**src/rtl/ldpc_enc_pkg.sv**
```systemverilog
// Shared definitions for the quasi-cyclic LDPC encoder: FSM encoding,
// default code dimensions and a counter-width helper.
package ldpc_enc_pkg;

  typedef enum logic [1:0] {
    S_INIT = 2'd0,
    S_IN   = 2'd1,
    S_OUT  = 2'd2
  } enc_state_e;

  localparam int DEF_Z  = 360;
  localparam int DEF_KG = 12;

  // Width of a counter spanning 0..n-1, never narrower than one bit.
  function automatic int cnt_w(input int n);
    return (n > 1) ? $clog2(n) : 1;
  endfunction

endpackage

```
**src/rtl/qc_gen_rom.sv**
```systemverilog
// Generator-row memory: KG rows of Z bits with a one-cycle registered read.
// ROM_INIT names the image file of the build flow; contents come from ROM_IMAGE.
module qc_gen_rom
  import ldpc_enc_pkg::*;
#(
  parameter int              Z         = DEF_Z,
  parameter int              KG        = DEF_KG,
  parameter string           ROM_INIT  = "gen_rom.mem",
  parameter logic [Z*KG-1:0] ROM_IMAGE = '0,
  localparam int             AW        = cnt_w(KG)
) (
  input  logic          clk_i,
  input  logic [AW-1:0] addr_i,
  output logic [Z-1:0]  data_o
);

  logic [Z-1:0] mem_s [KG];
  logic [Z-1:0] data_q;

  for (genvar g = 0; g < KG; g++) begin : g_row
    assign mem_s[g] = ROM_IMAGE[g*Z +: Z];
  end

  // Registered read port.
  always_ff @(posedge clk_i) begin
    data_q <= mem_s[addr_i];
  end

  assign data_o = data_q;

endmodule

```
**src/rtl/ldpc_qc_encoder.sv**
```systemverilog
// Bit-serial QC-LDPC parity encoder: accumulates rotated generator rows for
// each '1' info bit, then streams Z parity bits (optionally prefix-XORed).
module ldpc_qc_encoder
  import ldpc_enc_pkg::*;
#(
  parameter int              Z         = DEF_Z,
  parameter int              KG        = DEF_KG,
  parameter int              ACC_EN    = 1,
  parameter string           ROM_INIT  = "gen_rom.mem",
  parameter logic [Z*KG-1:0] ROM_IMAGE = '0
) (
  input  logic clk,
  input  logic rst,
  input  logic s_valid,
  input  logic s_data,
  output logic s_ready,
  output logic m_valid,
  output logic m_data,
  output logic m_last,
  input  logic m_ready,
  output logic busy
);

  localparam int             BW       = cnt_w(Z);
  localparam int             GW       = cnt_w(KG);
  localparam logic [BW-1:0]  BIT_LAST = BW'(Z - 1);
  localparam logic [GW-1:0]  GRP_LAST = GW'(KG - 1);

  enc_state_e    state_q, state_d;
  logic          init_q, init_d;
  logic [Z-1:0]  row_q, row_d;
  logic [Z-1:0]  sum_q, sum_d;
  logic [BW-1:0] bit_q, bit_d;
  logic [GW-1:0] grp_q, grp_d;
  logic [GW-1:0] addr_q, addr_d;
  logic          m_valid_q, m_valid_d;
  logic          m_data_q, m_data_d;
  logic          m_last_q, m_last_d;
  logic [Z-1:0]  rom_data_s;
  logic          p_prev_s, p_next_s;

  qc_gen_rom #(
    .Z         (Z),
    .KG        (KG),
    .ROM_INIT  (ROM_INIT),
    .ROM_IMAGE (ROM_IMAGE)
  ) u_rom (
    .clk_i  (clk),
    .addr_i (addr_q),
    .data_o (rom_data_s)
  );

  // In S_OUT bit_q is reused as the index of the next parity bit to present;
  // the presented bit doubles as p[i-1] for the running accumulation.
  assign p_prev_s = ((ACC_EN != 0) && m_valid_q) ? m_data_q : 1'b0;
  assign p_next_s = sum_q[bit_q] ^ p_prev_s;

  // Next-state and datapath update.
  always_comb begin
    state_d   = state_q;
    init_d    = init_q;
    row_d     = row_q;
    sum_d     = sum_q;
    bit_d     = bit_q;
    grp_d     = grp_q;
    addr_d    = addr_q;
    m_valid_d = m_valid_q;
    m_data_d  = m_data_q;
    m_last_d  = m_last_q;
    case (state_q)
      S_INIT: begin
        if (init_q == 1'b0) begin
          init_d = 1'b1;
        end else begin
          init_d  = 1'b0;
          row_d   = rom_data_s;
          state_d = S_IN;
        end
      end
      S_IN: begin
        if (s_valid) begin
          if (s_data) begin
            sum_d = sum_q ^ row_q;
          end else begin
            sum_d = sum_q;
          end
          // Prefetch the next group's row early; it is consumed on the group's last bit.
          if (bit_q == '0) begin
            addr_d = (grp_q == GRP_LAST) ? '0 : grp_q + 1'b1;
          end else begin
            addr_d = addr_q;
          end
          if (bit_q == BIT_LAST) begin
            bit_d = '0;
            row_d = rom_data_s;
            if (grp_q == GRP_LAST) begin
              grp_d   = '0;
              state_d = S_OUT;
            end else begin
              grp_d = grp_q + 1'b1;
            end
          end else begin
            bit_d = bit_q + 1'b1;
            row_d = {row_q[0], row_q[Z-1:1]};
          end
        end else begin
          sum_d = sum_q;
        end
      end
      S_OUT: begin
        if (!m_valid_q || (m_ready && !m_last_q)) begin
          m_valid_d = 1'b1;
          m_data_d  = p_next_s;
          m_last_d  = (bit_q == BIT_LAST);
          bit_d     = (bit_q == BIT_LAST) ? bit_q : bit_q + 1'b1;
        end else if (m_ready) begin
          m_valid_d = 1'b0;
          m_data_d  = 1'b0;
          m_last_d  = 1'b0;
          sum_d     = '0;
          bit_d     = '0;
          grp_d     = '0;
          addr_d    = '0;
          state_d   = S_INIT;
        end else begin
          m_valid_d = m_valid_q;
        end
      end
      default: begin
        state_d = S_INIT;
      end
    endcase
  end

  // State and datapath registers with synchronous reset.
  always_ff @(posedge clk) begin
    if (rst) begin
      state_q   <= S_INIT;
      init_q    <= 1'b0;
      row_q     <= '0;
      sum_q     <= '0;
      bit_q     <= '0;
      grp_q     <= '0;
      addr_q    <= '0;
      m_valid_q <= 1'b0;
      m_data_q  <= 1'b0;
      m_last_q  <= 1'b0;
    end else begin
      state_q   <= state_d;
      init_q    <= init_d;
      row_q     <= row_d;
      sum_q     <= sum_d;
      bit_q     <= bit_d;
      grp_q     <= grp_d;
      addr_q    <= addr_d;
      m_valid_q <= m_valid_d;
      m_data_q  <= m_data_d;
      m_last_q  <= m_last_d;
    end
  end

  assign s_ready = (state_q == S_IN);
  assign busy    = (state_q != S_IN) || (bit_q != '0) || (grp_q != '0);
  assign m_valid = m_valid_q;
  assign m_data  = m_data_q;
  assign m_last  = m_last_q;

endmodule
```
**config.mk**
```make
export PLATFORM = sky130hd
export DESIGN_NAME = ldpc_qc_encoder
export DESIGN_NICKNAME = d
export VERILOG_FILES = /design/src/rtl/ldpc_enc_pkg.sv /design/src/rtl/qc_gen_rom.sv /design/src/rtl/ldpc_qc_encoder.sv
export SDC_FILE = /design/constraint.sdc
export NUM_CORES = 2
export LEC_CHECK = 0
export CAP_MARGIN = 20
export CELL_PAD_IN_SITES_DETAIL_PLACEMENT = 1
export CELL_PAD_IN_SITES_GLOBAL_PLACEMENT = 2
export CORE_AREA = 4 4 304 306
export CTS_CLUSTER_SIZE = 24
export DETAILED_ROUTE_END_ITERATION = 6
export DIE_AREA = 0 0 308 310
export PLACE_DENSITY_LB_ADDON = 0.1
export SLEW_MARGIN = 25
export SYNTH_ARGS = -nofsm -noshare
export SYNTH_HDL_FRONTEND = slang
export SYNTH_HIERARCHICAL = 1
export SYNTH_SLANG_ARGS = --single-unit
```
**constraint.sdc**
```tcl
create_clock -name clk -period 3.5 [get_ports clk]
set_input_delay 0.7 -clock clk [delete_from_list [all_inputs] [get_ports clk]]
set_output_delay 0.7 -clock clk [all_outputs]
set_load 0.05 [all_outputs]
```
==> flow_summary.toml <==
[run_status]
outcome = "finished with violations"
failing_checks = "design-rule violations"

[finish]
drive_gt1_share_pct = 8.27
post-route-cell-area_um2 = 38500
layout.cells.most_common_list = "sky130_fd_sc_hd__nand2_1, sky130_fd_sc_hd__nor2_1, sky130_fd_sc_hd__dfxtp_1"
final_util_pct = 43.0
final_cells = 5396
final_common_cell = "sky130_fd_sc_hd__nand2_1"
filler_cell_count = 10600
finish.net_count = 4156
syn_to_final_growth_pct = 8.50
antenna-diode-count = 0

[place]
preCtsSetupSlack_ns = 0.0384
finalWeightedCongestion = 0.730
place_hpwl_mm = 55.7
dp.cells = 5233
i_o_buffers = 9
placedInstanceArea_um2 = 35500

[timing]
hold_violations = 0
tightest_slew_ns = 0.957
slew_viol_final = 0
hold_slack_ns = 0.484
grt_setup_unrepaired = "no"
period_needed_ns = 3.38
number_of_setup_violations_in_the_final_report = 0
postLayoutSetupSlackWorst_ns = 0.118
timing.setup.tns_ns = 0
min_period_over_period_pct = 96.6
fmax_ghz = 0.296
worst_clock_skew_ns = 0.0270
slew-limit-headroom_pct = 36.2

[floorplanning]
die_width_um = 308
placeableCoreArea_um2 = 89600
die_h_um = 310
design.die.area_um2 = 95500
std_cell_rows = 110
pin_count = 10
initial_utilization_pct = 39.6

[pwr]
pwr_density_cell_nw_per_um2 = 579
vdd.ir_drop.worst_mv = 0.352
finalPower_mw = 22.3
static-leakage-power_nw = 14.7

[clocking]
cts.root.buffer_cell = "sky130_fd_sc_hd__clkbuf_16"
post_cts_hold_buffer_count = 0
clk_latency_worst_skew_pair_ns = 0.64
numClockSinks = 739
tritoncts = "built"
path_clk_slew_ns = 0.06
cts_made_buffers = 87
ctsLongestPathBuffers = 3
h-tree-depth = 3

[synth]
cell_area_after_synthesis_um2 = 35500
synth_warnings = 6
synth_cells = 4280
avgSynthCellArea_um2 = 8.29

[hold_path]
worstHoldPathCells = 2
worstHoldPathType = "reg -> reg"

[setup_path]
critical_path.max_fanout = 39
timing.rr.end = "m_data$_SDFFE_PP0P_"
critical_path_type = "reg -> out"
critPathCaptureType = "primary output"
timing.critical_path.arrival_ns = 2.68
r2r-start = "bit_q[0]$_SDFFE_PP0P_"
startpoint = "bit_q[1]$_SDFFE_PP0P_"
r2r_setup_slack_ns = 0.17
required_ns = 2.80
ff2ff_path_depth = 10
worstSetupStartpointType = "register"
endpoint = "busy"

[global_routing]
overflow = 0
largest_net_degree_at_the_start_of_global_routing = 200
grt_antenna_before_repair = 1
grtUsageTotal_pct = 19.3
wire_length_of_the_first_global_routing_pass_mm = 152
first_global_vias = 27000

[route]
wl_mm = 92.0
ant_nets = 0
met1Wirelength_mm = 46.6
detailroute.wirelength.met2_mm = 41.6
drt_first_iter_violations = 1356
route.detailed.vias_per_inst = 4.92
route.detailed.drc = 3
routedWlPerCell_um = 17.0
top_layer = "met4"
num_vias = 26500
wl_met3_mm = 2.65
drtPass1Iterations = 7

[run]
max_capacitance_violation_count = 0
-- critical path: stages (launching register included) --
cell and delay (ns):
sky130_fd_sc_hd__dfxtp_4 0.42, sky130_fd_sc_hd__buf_12 0.27, sky130_fd_sc_hd__clkinvlp_4 0.33, sky130_fd_sc_hd__ha_1 0.33, sky130_fd_sc_hd__nor4b_1 0.18, sky130_fd_sc_hd__nand3_1 0.20, sky130_fd_sc_hd__buf_4 0.24
-- state kept, by name (all words and copies together), names as in the netlist --
name / count
row_q: 360
sum_q: 360
bit_q: 9
grp_q: 4
state_q: 2
init_q: 1
m_data: 1
m_last: 1
m_valid: 1
-- power breakdown --
part           switching, mW  internal [mW]
registers              0.676           9.23
logic                   1.98           1.10
clock network           3.78           5.53
total                   6.44           15.9
-- worst min path at each step --
stage / endpoint / slack [ns] / from
after floorplan: init_q$_SDFFE_PP0P_ / 0.45 / init_q$_SDFFE_PP0P_
after global placement: init_q$_SDFFE_PP0P_ / 0.48 / init_q$_SDFFE_PP0P_
after detailed placement: row_q[74]$_SDFFE_PP0P_ / 0.49 / row_q[75]$_SDFFE_PP0P_
after CTS: row_q[97]$_SDFFE_PP0P_ / 0.48 / row_q[98]$_SDFFE_PP0P_
after global routing: row_q[243]$_SDFFE_PP0P_ / 0.50 / row_q[244]$_SDFFE_PP0P_
final: row_q[97]$_SDFFE_PP0P_ / 0.48 / row_q[98]$_SDFFE_PP0P_
-- area by class of cell --
class,count,area [µm²],share of cell area [%]
multi-input cells,3212,18000,46.8
repair buffers,98,1210,3.14
inverters,9,37.5,0.0975
clock inverters,31,347,0.900
well taps,1176,1470,3.82
flip-flops and latches,739,14800,38.5
clock buffers,131,2600,6.76
-- routing by layer --
| metal | up-vias | global-route usage [%] |
|---|---|---|
| met3 | 86 | 2.48 |
| met4 | 0 | 3.71 |
| li1 | 13300 | - |
| met5 | - | 0 |
| met2 | 265 | 32.1 |
| met1 | 12900 | 27.3 |
-- what timing repair did --
| item | CTS | global route |
|---|---|---|
| setup endpoints to repair | 1 | 2 |
| setup buffers | 0 | 0 |
| resized for setup | 3 | 2 |
(Power assumes the default switching activity.)
